## src/rtl/histogram_ram_scheduler.sv

```systemverilog
// Histogram RAM scheduler: queues bin increments for saturating read-modify-write,
// arbitrating the single-port RAM with host reads and a full-histogram clear sweep.
module histogram_ram_scheduler #(
  parameter int AW         = 8,
  parameter int DW         = 16,
  parameter int FIFO_DEPTH = 4
) (
  input  logic          clk,
  input  logic          rst,
  input  logic          add_strobe,
  input  logic [AW-1:0] add_addr,
  input  logic          rd_req,
  input  logic [AW-1:0] rd_addr,
  output logic [DW-1:0] rd_data,
  output logic          rd_valid,
  input  logic          clear_req,
  output logic          busy,
  output logic          drop_flag,
  output logic [AW-1:0] mem_addr,
  output logic          mem_we,
  output logic [DW-1:0] mem_wdata,
  input  logic [DW-1:0] mem_rdata
);

  localparam int PW = $clog2(FIFO_DEPTH);

  typedef enum logic [2:0] {
    IDLE, A_RD, A_WAIT, A_WR, H_RD, H_WAIT, H_DONE, CLR
  } state_t;

  state_t state, state_nx;

  logic [AW-1:0] fifo_mem [FIFO_DEPTH];
  logic [PW-1:0] wr_ptr, rd_ptr;
  logic [PW:0]   fifo_cnt;
  logic [AW-1:0] head;
  logic          fifo_empty, fifo_full;
  logic          push, pop, flush, drop_set;

  logic          clr_pending, clr_go;
  logic          host_pend, add_pend;
  logic          last_grant_host;
  logic [AW-1:0] clr_cnt;
  logic          clr_last;
  logic [DW-1:0] sat_inc;

  logic [AW-1:0] mem_addr_d;
  logic          mem_we_d;
  logic [DW-1:0] mem_wdata_d;
  logic [DW-1:0] rd_data_d;
  logic          rd_valid_d;
  logic          busy_d;

  assign head       = fifo_mem[rd_ptr];
  assign fifo_empty = (fifo_cnt == '0);
  assign fifo_full  = (fifo_cnt == (PW+1)'(FIFO_DEPTH));

  assign pop      = (state == A_RD);
  assign flush    = (state == IDLE) && (state_nx == CLR);
  assign push     = add_strobe && !busy && !flush && (!fifo_full || pop);
  assign drop_set = add_strobe && !flush && (busy || (fifo_full && !pop));

  assign clr_go   = clear_req || clr_pending;
  // rd_req is still high in the cycle rd_valid is shown; masking it avoids a repeat grant
  assign host_pend = rd_req && !rd_valid;
  assign add_pend  = !fifo_empty;
  assign clr_last  = (clr_cnt == '1);
  assign sat_inc   = (&mem_rdata) ? mem_rdata : mem_rdata + 1'b1;

  // State register
  always_ff @(posedge clk) begin
    if (rst) state <= IDLE;
    else     state <= state_nx;
  end

  // Next-state logic
  always_comb begin
    state_nx = state;
    unique case (state)
      IDLE: begin
        if (clr_go)                      state_nx = CLR;
        else if (add_pend && host_pend)  state_nx = last_grant_host ? A_RD : H_RD;
        else if (add_pend)               state_nx = A_RD;
        else if (host_pend)              state_nx = H_RD;
      end
      A_RD:    state_nx = A_WAIT;
      A_WAIT:  state_nx = A_WR;
      A_WR:    state_nx = IDLE;
      H_RD:    state_nx = H_WAIT;
      H_WAIT:  state_nx = H_DONE;
      H_DONE:  state_nx = IDLE;
      CLR:     if (clr_last) state_nx = IDLE;
      default: state_nx = IDLE;
    endcase
  end

  // Output logic: next values for the registered RAM/host outputs
  always_comb begin
    mem_addr_d  = mem_addr;
    mem_we_d    = 1'b0;
    mem_wdata_d = mem_wdata;
    rd_data_d   = rd_data;
    rd_valid_d  = 1'b0;
    busy_d      = busy;
    unique case (state)
      IDLE: begin
        if (state_nx == A_RD) begin
          mem_addr_d = head;
        end else if (state_nx == H_RD) begin
          mem_addr_d = rd_addr;
        end else if (state_nx == CLR) begin
          mem_addr_d  = '0;
          mem_we_d    = 1'b1;
          mem_wdata_d = '0;
          busy_d      = 1'b1;
        end
      end
      A_WR: begin
        mem_we_d    = 1'b1;
        mem_wdata_d = sat_inc;
      end
      H_DONE: begin
        rd_data_d  = mem_rdata;
        rd_valid_d = 1'b1;
      end
      CLR: begin
        if (clr_last) begin
          busy_d = 1'b0;
        end else begin
          mem_addr_d  = clr_cnt + 1'b1;
          mem_we_d    = 1'b1;
          mem_wdata_d = '0;
        end
      end
      default: ;
    endcase
  end

  always_ff @(posedge clk) begin
    if (rst) begin
      mem_addr  <= '0;
      mem_we    <= 1'b0;
      mem_wdata <= '0;
      rd_data   <= '0;
      rd_valid  <= 1'b0;
      busy      <= 1'b0;
    end else begin
      mem_addr  <= mem_addr_d;
      mem_we    <= mem_we_d;
      mem_wdata <= mem_wdata_d;
      rd_data   <= rd_data_d;
      rd_valid  <= rd_valid_d;
      busy      <= busy_d;
    end
  end

  always_ff @(posedge clk) begin
    if (push) fifo_mem[wr_ptr] <= add_addr;
  end

  always_ff @(posedge clk) begin
    if (rst || flush) begin
      wr_ptr   <= '0;
      rd_ptr   <= '0;
      fifo_cnt <= '0;
    end else begin
      if (push) wr_ptr <= wr_ptr + 1'b1;
      if (pop)  rd_ptr <= rd_ptr + 1'b1;
      unique case ({push, pop})
        2'b10:   fifo_cnt <= fifo_cnt + 1'b1;
        2'b01:   fifo_cnt <= fifo_cnt - 1'b1;
        default: ;
      endcase
    end
  end

  always_ff @(posedge clk) begin
    if (rst) begin
      clr_pending     <= 1'b0;
      last_grant_host <= 1'b1;
      drop_flag       <= 1'b0;
      clr_cnt         <= '0;
    end else begin
      clr_pending <= !flush && (clr_pending || clear_req);
      if (flush)         drop_flag <= 1'b0;
      else if (drop_set) drop_flag <= 1'b1;
      if (flush)              clr_cnt <= '0;
      else if (state == CLR)  clr_cnt <= clr_cnt + 1'b1;
      if (state == IDLE && state_nx == A_RD)      last_grant_host <= 1'b0;
      else if (state == IDLE && state_nx == H_RD) last_grant_host <= 1'b1;
    end
  end

endmodule

```

## config.mk

```make
export PLATFORM = sky130hd
export DESIGN_NAME = histogram_ram_scheduler
export DESIGN_NICKNAME = d
export VERILOG_FILES = /design/src/rtl/histogram_ram_scheduler.sv
export SDC_FILE = /design/constraint.sdc
export NUM_CORES = 1
export LEC_CHECK = 0
export CORE_ASPECT_RATIO = 0.9
export CORE_MARGIN = 2
export CORE_UTILIZATION = 50
export CTS_CLUSTER_DIAMETER = 200
export DETAILED_ROUTE_END_ITERATION = 8
export PLACE_DENSITY_LB_ADDON = 0.08
export SLEW_MARGIN = 20
export SYNTH_ARGS = -nofsm -noshare
export SYNTH_HDL_FRONTEND = slang
export SYNTH_SLANG_ARGS = --single-unit
```

## constraint.sdc

```tcl
create_clock -name clk -period 2.8 [get_ports clk]
set_input_delay 0.28 -clock clk [delete_from_list [all_inputs] [get_ports clk]]
set_output_delay 0.28 -clock clk [all_outputs]
set_load 0.01 [all_outputs]
```

======== Word level (Yosys, flattened, before mapping) ========
Memory sizes are Yosys's and may differ from the RTL's. A register that Yosys moved wholly into a read port is not among the register bits.
Index checks and enable logic that the tools add are counted.
word-level totals
  input port bits ......................... 37
  flip-flop bits (word level) ............. 64
  output and inout bits ................... 44
  bits in writable memories ............... 32
  word-level logic and storage cells ...... 111
  memories ................................ 1
cells by class
  $add $sub $neg .......................... 6
  equal/unequal tests ..................... 20
  multiplexer cells ....................... 36
  reduce and logical (&&, ||, !) cells .... 34
memory list
  name      words  bits a word  rd ports  clocked after Yosys merged registers in  wr ports  line  source
  fifo_mem  4      8            1         1                                        1         33    logic [AW-1:0] fifo_mem [FIFO_DEPTH];
operators with widths
  kind                     number
  $mux W16                 5
  $pmux W16 S3             1
  $mux W8                  4
  $eq A3 B3 Y1 const B     7
  $pmux W3 S7              1
  $mux W3                  6
  $add A16 B1 Y16 const B  1
  $pmux W8 S2              1
  $reduce_and A16 Y1       1
  $mux W1                  13
  $logic_and A1 B1 Y1      12
  $ne A2 B2 Y1 const B     5
  $reduce_and A5 Y1        2
  $add A8 B1 Y8 const B    1
  $eq A8 B8 Y1 const B     1
  $eq A3 B1 Y1 const B     2
  $eq A3 B2 Y1 const B     2
  $logic_not A1 Y1         6
  $logic_not A3 Y1         2
  $pmux W3 S2              1
  $reduce_bool A2 Y1       3
  $add A2 B1 Y2 const B    2
  $logic_or A1 B1 Y1       4
  $mux W2                  2
  other kinds (10)         11

======== Logic depth before layout (Yosys ltp) ========
Gate-level depths: netlist of the first run.
  word-level depth ........................ 14
  mapped depth ............................ 9
  mapped depth without buffers ............ 8

======== Worst setup path after synthesis of the first run ========
OpenSTA, ideal clock, no wires.
  path type ............................... register to register
  start ................................... register clr_cnt[0]
  end ..................................... register mem_addr[5]
  path slack .............................. 0.838 ns
  data required time ...................... 2.722 ns
  cell stages (with the launch flop) ...... 8
  path buffers ............................ 0
  setup time .............................. 0.078 ns
  clock period less this slack ............ 1.962 ns
  data arrival time ....................... 1.884 ns
  cells stage by stage .................... dfxtp_1 ha_1 and4_4 nand4_1 a311o_1 nor3_4 a211oi_1 nor3_1
between the ends
  word-level cells in the longest chain between the ends .. 7
  elaborated cells on any way between the ends .. 14
  those cells by class .................... add/sub (1); eq/ne (6); mux (6); reduce/logical (1)
ends and longest elaborated chain
  item                    line  source
  from (decl)             43    logic [AW-1:0] clr_cnt;
  from (signal assigned)  188   else if (state == CLR) clr_cnt <= clr_cnt + 1'b1;
  $eq A8 B8 Y1            67    assign clr_last = (clr_cnt == '1);
  $mux W3                 92    CLR: if (clr_last) state_nx = IDLE;
  $pmux W3 S7             79    unique case (state)
  $eq A3 B3 Y1            109   end else if (state_nx == H_RD) begin
  $mux W8                 109
  $mux W8                 107   if (state_nx == A_RD) begin
  $pmux W8 S2             105   unique case (state)
  to (signal assigned)    148   mem_addr <= mem_addr_d;
  to (decl)               19    output logic [AW-1:0] mem_addr,
Parallel ways exist; a longest one is shown, timed or not. The select of a mux whose other input is x is not followed.
A chain may end at the register's enable or synchronous reset.

======== Final worst setup path of the first run ========
  start ................................... register state[0]
  end ..................................... memory fifo_mem[2][6] (enable)
between the ends
  word-level cells in the longest chain between the ends .. 12
  elaborated cells on any way between the ends .. 23
  those cells by class .................... eq/ne (8); mux (8); reduce/logical (7)
ends and longest elaborated chain
  item                               line  source
  from (decl)                        31    state_t state, state_nx;
  from (signal assigned)             73    else state <= state_nx;
  $mux W3                            84    else if (host_pend) state_nx = H_RD;
  $mux W3                            83    else if (add_pend) state_nx = A_RD;
  $mux W3                            82    else if (add_pend && host_pend) state_nx = last_grant_host ? A_RD : H_RD;
  $mux W3                            81    if (clr_go) state_nx = CLR;
  $pmux W3 S7                        79
  $eq A3 B3 Y1                       59    assign flush = (state == IDLE) && (state_nx == CLR);
  $logic_and A1 B1 Y1                59
  $logic_not A1 Y1                   60    assign push = add_strobe && !busy && !flush && (!fifo_full || pop);
  $logic_and A1 B1 Y1                60
  $logic_and A1 B1 Y1 (*)            60
  $mux W1 (*)                        158   if (push) fifo_mem[wr_ptr] <= add_addr;
  $mux W1 (not written as such) (*)  158
  to (decl)                          33
Mark *: on every way between the ends. The rest lies on a longest branch, timed or not.

==> results.toml, run 1 <==
[sta]
fin_crit_sh_pct = 87.4
worst_slew_pin_slew_ns = 0.777
achievable-frequency_mhz = 409
setup_violations = 0
relSlewSlack_pct = 48.2
setup_tns_ns = 0
rsz0062_at_grt = "no"
fin_skew_ns = 0.0139
period_minus_slack_ns = 2.45
holdWs_ns = 0.458
slew_viol_final = 0
finalHoldViolCount = 0

[cts]
clk-insertion-delay-late_ns = 0.37
cts_hold_buf = 0
cts_sinks = 98
cts_root_buffer = "clkbuf_8"
cts_tree = "built"
clkTransAtPathRegs_ns = 0.10
cts_resized = 0
cts_max_level = 3
cts_setup_buffers = 0
cts_buffers = 9
cts_buffer_depth = 2

[yosys]
synthArstFlopShare_pct = 0
synth_area_sq_mm = 0.00433
synth_cell_types = 55
ys_seq_area_share_pct = 52.7
synth_cells = 435
synth_ff_type = "dfxtp_1"
yosysWarnings = 0
synth_top_area_share_pct = 30.5
synth_seq_cells = 98
synthTopCellsByCount = "dfxtp_1 (66), nand2_1 (61), nor2_1 (46), edfxtp_1 (32), o21ai_0 (24)"
yosys.area.top_type = "dfxtp_1"
synth-edff-count = 32
synthesis.nets = 479
synth_most_common_cell = "dfxtp_1"
synth.area.top_cells = "dfxtp_1 (30%), edfxtp_1 (22%), nand2_1 (5.3%)"
synth_area_per_cell_sq_um = 9.96

[global_route]
grt_usage_pct = 22.4
grt-ovfl-total = 0
grt_max_degree = 28
antenna_found_initial = 0
grt_pass1_wl_mm = 16.2
grt_pass1_vias = 3208

[hold_path]
hp-start = "rd_data[1]$_SDFFE_PP0P_"
min_path_type = "reg -> reg"
hold_depth = 2
holdPathEnd = "rd_data[1]$_SDFFE_PP0P_"

[setup_path]
rr_startpoint = "state[0]$_SDFF_PP0_"
crit_type = "reg -> reg"
crit_chain = "or3b_1, a31oi_1, and3_1, and2_1"
ff2ff_setup_slack_ns = 0.35
r2r-end = "fifo_mem[2][6]$_DFFE_PP_"
crit_slowest_cell = "dfxtp_1"
cp-start-kind = "flop"
required_ns = 2.83
cp-end-kind = "flop"
cp_max_fo = 15
cp_slowest_stage_delay_ns = 0.61
cp.arrival_ns = 2.47
r2r_cells = 4

[floorplan]
dieHeight_microns = 92.3
rows = 32
coreArea_sq_mm = 0.00849
io_pins = 81
initial_core_util_pct = 51.0
design.die.area_sq_mm = 0.00943
die_w_microns = 102

[detailed_routing]
via_count = 3461
wl_per_cell_microns = 15.9
drtAntennaViolNets = 0
first_pass_iters = 5
dr.first_iter.drc_count = 122
totalWireLength_mm = 10.0
route.detailed.drc = 0
viasPerCell = 5.48

[cells_and_area]
seq_area_sq_mm = 0.00228
nNetsFinal = 551
multi_input_area_sq_mm = 0.00194
drive_gt1_share_pct = 7.62
diodes = 0
areaGrowthSynthToFinish_pct = 25.3
fillers = 742
fin_cells = 631

[placed_design]
hpwl_mm = 7.36
io_buffers = 80
gp_congestion = 0.911
dpl.cell_count = 615

[power]
power.static_leakage_nw = 1.86
max-vdd-ir-drop_v = 0.000418
power.density_mw_per_mm2 = 731

[run_status]
outcome = "finished clean"

[job]
drv_cap = 0
layout make-up:
type                            count  share of cell area (%)
Sequential cell                    98                    42.0
Timing Repair Buffer               84                    15.3
Clock inverter                      7                    1.47
Tap cell                          119                    2.74
Clock buffer                        9                    2.28
Multi-Input combinational cell    307                    35.7
Inverter                            7                   0.484
worst max-delay path by stage:
stage | from | to | cells after the start
2_1_floorplan | clr_cnt[0]$_SDFFE_PP0P_ | mem_addr[5]$_SDFFE_PP0P_ | 7
3_3_place_gp | mem_rdata[2] | mem_wdata[5]$_SDFFE_PP0P_ | 7
3_5_place_dp | mem_rdata[2] | mem_wdata[5]$_SDFFE_PP0P_ | 7
4_1_cts | state[0]$_SDFF_PP0_ | fifo_mem[2][4]$_DFFE_PP_ | 4
5_1_grt | state[0]$_SDFF_PP0_ | fifo_mem[0][4]$_DFFE_PP_ | 4
6_report | state[0]$_SDFF_PP0_ | fifo_mem[2][6]$_DFFE_PP_ | 4
through the flow:
step	total power, W	utilization (%)	worst slack, ns	cell area (sq um)
after CTS	0.00400	64.0	0.352	5430
final	0.00397	64.0	0.352	5430
after global routing	0.00421	64.0	0.187	5430
after global placement	0.00302	61.6	0.399	5230
after floorplan	0.00259	-	0.838	4330
after detailed placement	0.00304	61.6	0.306	5230
where the power goes:
| part | switching [W] | total, W | internal (W) |
|---|---|---|---|
| combinational | 0.000638 | 0.00119 | 0.000548 |
| sequential | 0.000165 | 0.00183 | 0.00167 |
| clock | 0.000527 | 0.000954 | 0.000427 |
state kept, by name, indices dropped and copies added (netlist names), named ones only:
signal           cells
wr_ptr               2
state                3
fifo_cnt             3
mem_wdata           16
mem_we               1
rd_ptr               2
rd_valid             1
clr_pending          1
fifo_mem            32
rd_data             16
busy                 1
last_grant_host      1
clr_cnt              8
mem_addr             8
drop_flag            1
cells in the final DEF, fill, tap and decap left out, types with 4 or more instances in the layout:
master,count
nand2_1,61
nand4_1,6
inv_1,7
xnor2_1,11
xor2_1,16
a21o_1,4
mux2i_1,4
clkbuf_8,9
nor2_1,46
clkdlybuf4s50_1,80
a211oi_1,8
and3_1,5
dfxtp_1,66
buf_4,4
ha_1,6
a21oi_1,23
and2_1,6
nor3_1,12
nand3_1,20
edfxtp_1,32
mux4_2,8
o21ai_0,24
cells by family after synthesis:
logic type	synth area share, %
multiplexers	5.60
XOR/XNOR	5.46
adder cells (fa/ha/maj)	2.19
AO/OA/AOI/OAI	12.2
AND/OR/NAND/NOR	19.1
flip-flops	52.7
buffers and inverters	2.77
worst max-delay path: cells and delay by family, from the launching register on:
kind             cells  cell delay, ns
AND/OR/NAND/NOR      3            1.28
AO/OA/AOI/OAI        1            0.22
flip-flops           1            0.61
layer usage:
metal / up-vias / routed length (microns) / track usage [%]
li1: 1691 / - / -
met2: 100 / 4450 / 33.1
met5: - / 0 / 0
met3: 15 / 558 / 4.45
met1: 1655 / 4870 / 33.2
met4: 0 / 168 / 7.11
Power figures use the tool's default switching activity.
==> run 2: changes to the inputs <==
SKIP_CTS_REPAIR_TIMING = 1   (was default)
SLEW_MARGIN = 10   (was 20)
==> results of run 2 <==
The final DEF is identical to that of run 1; final timing and power are the same.
==> run 3: changes to the inputs <==
clock period = 2.94 ns   (was 2.8 ns; I/O delays follow)
==> run 3 against run 2 <==
Net effect: count of clock-buffer cells in the layout unchanged; sequential power down 5%; clock power down 17%; critical path depth unchanged; sequential share of layout area up 0.23 points; global-route usage up 0.16 points; largest cell class unchanged; critical path type unchanged; total power down 7.5%.
==> results.toml, run 3 (synthesized netlist as in run 1, its figures left out) <==
[detailed_routing]
wl_per_cell_microns = 16.3
totalWireLength_mm = 10.3
routed.top_layer = "met4"
dr.first_iter.drc_count = 153
wl_met1_mm = 4.95
drtAntennaViolNets = 0
route.detailed.drc = 0
wl_met2_mm = 4.49
first_pass_iters = 5
wl_met3_microns = 710
viasPerCell = 5.49
via_count = 3462

[cells_and_area]
layout_common_cells = "clkdlybuf4s50_1 (80), dfxtp_1 (66), nand2_1 (61), nor2_1 (46), edfxtp_1 (32)"
largest_reg_flops = 32
fin_cells = 631
regMostFlops = "fifo_mem"
drive_gt1_share_pct = 7.23
layout_commonest_cell = "clkdlybuf4s50_1"
areaGrowthSynthToFinish_pct = 24.6
fillers = 735
diodes = 0
nNetsFinal = 551
reg_top3 = "fifo_mem x32, mem_wdata x16, rd_data x16"

[sta]
worst_slew_pin_slew_ns = 0.709
fin_skew_ns = 0.0114
achievable-frequency_mhz = 406
finalHoldViolCount = 0
relSlewSlack_pct = 52.7
rsz0062_at_grt = "no"
holdWs_ns = 0.459
setup_tns_ns = 0
fin_crit_sh_pct = 83.7
slew_viol_final = 0
setup_violations = 0
period_minus_slack_ns = 2.46

[floorplan]
die_w_microns = 102
rows = 32
dieHeight_microns = 92.3
io_pins = 81
initial_core_util_pct = 51.0
coreArea_sq_mm = 0.00849
design.die.area_sq_mm = 0.00943

[global_route]
grt-ovfl-total = 0
grt_max_degree = 31
antenna_found_initial = 0
grt_pass1_wl_mm = 16.4
grt_pass1_vias = 3164
grt_usage_pct = 22.6

[hold_path]
hp-start = "rd_data[10]$_SDFFE_PP0P_"
min_path_type = "reg -> reg"

[setup_path]
cp_top_family = "simple AND/OR/NAND/NOR gates"
cp-startpoint = "state[0]$_SDFF_PP0_"
cp_num_buf_inv = 0
cp_slowest_stage_delay_ns = 0.60
rr_startpoint = "state[0]$_SDFF_PP0_"
crit_chain = "or3b_1, a31oi_1, and3_1, and2_1"
crit_type = "reg -> reg"
required_ns = 2.96
cp_max_fo = 15
crit_slowest_cell = "dfxtp_1"
ff2ff_setup_slack_ns = 0.48
cp-start-kind = "flop"
cp-end-kind = "flop"
cp.arrival_ns = 2.48

[power]
power.static_leakage_nw = 1.85
internal-power_w = 0.00242
seqPwrFrac_pct = 47.5
power.density_mw_per_mm2 = 680
power_frac_comb_pct = 30.9
p_sw_w = 0.00125
pwr-share-clk_pct = 21.6
swShare_pct = 34.0
max-vdd-ir-drop_v = 0.000465
power_w = 0.00367

[cts]
cts_buffer_depth = 2
cts_buffers = 9
clk-insertion-delay-late_ns = 0.37
cts_tree = "built"
clkTransAtPathRegs_ns = 0.09
cts_max_level = 3
cts_root_buffer = "clkbuf_8"
cts_sinks = 98

[placed_design]
io_buffers = 80
dpl.cell_count = 615
hpwl_mm = 7.61
gp_congestion = 0.895

[run_status]
outcome = "finished clean"

[job]
drv_cap = 0
-- run 3: cell types whose count changed in the layout (fill, tap and decap cells not counted), sizes merged --
cell	delta
clkinv	+2
bufinv	-1
clkinvlp	-1
-- run 3: area by class of cell --
class                   count  area, sq um  area share [%]
flip-flops and latches     98         2280            42.3
multi-input cells         307         1940            35.9
repair buffers             84          831            15.4
well taps                 119          149            2.76
clock buffers               9          124            2.29
clock inverters             7         50.0           0.927
inverters                   7         26.3           0.487
-- run 3: layer usage --
layer | GRT usage (%) | vias up
met2 | 32.9 | 126
met3 | 5.21 | 8
li1 | - | 1690
met1 | 34.1 | 1638
met5 | 0 | -
met4 | 5.44 | 0
-- run 3: worst paths after layout --
check             cells after the start                  endpoint
setup / recovery                      4  fifo_mem[0][4]$_DFFE_PP_
hold / removal                        2  rd_data[10]$_SDFFE_PP0P_
setup reg to reg                      4  fifo_mem[0][4]$_DFFE_PP_
hold reg to reg                       2  rd_data[10]$_SDFFE_PP0P_
-- run 3: per-stage QoR --
step / setup WS [ns] / utilization, % / cell area (sq um)
2_1_floorplan: 0.978 / - / 4330
3_3_place_gp: 0.542 / 61.6 / 5230
3_5_place_dp: 0.500 / 61.6 / 5230
4_1_cts: 0.496 / 63.6 / 5400
5_1_grt: 0.300 / 63.6 / 5400
6_report: 0.479 / 63.6 / 5400
-- run 3: worst register-to-register path: stages, from the launching register on --
cell     delay (ns)
dfxtp_1        0.60
or3b_1         0.45
a31oi_1        0.24
and3_1         0.38
and2_1         0.45
-- run 3: power by group through the flow --
stage	clock network [W]	registers, W	logic (W)
CTS	0.000817	0.00175	0.00113
detailed placement	0	0.00178	0.00112
global placement	0	0.00177	0.00111
finish	0.000793	0.00174	0.00114
floorplan	0	0.00175	0.000723
global route	0.000863	0.00177	0.00125
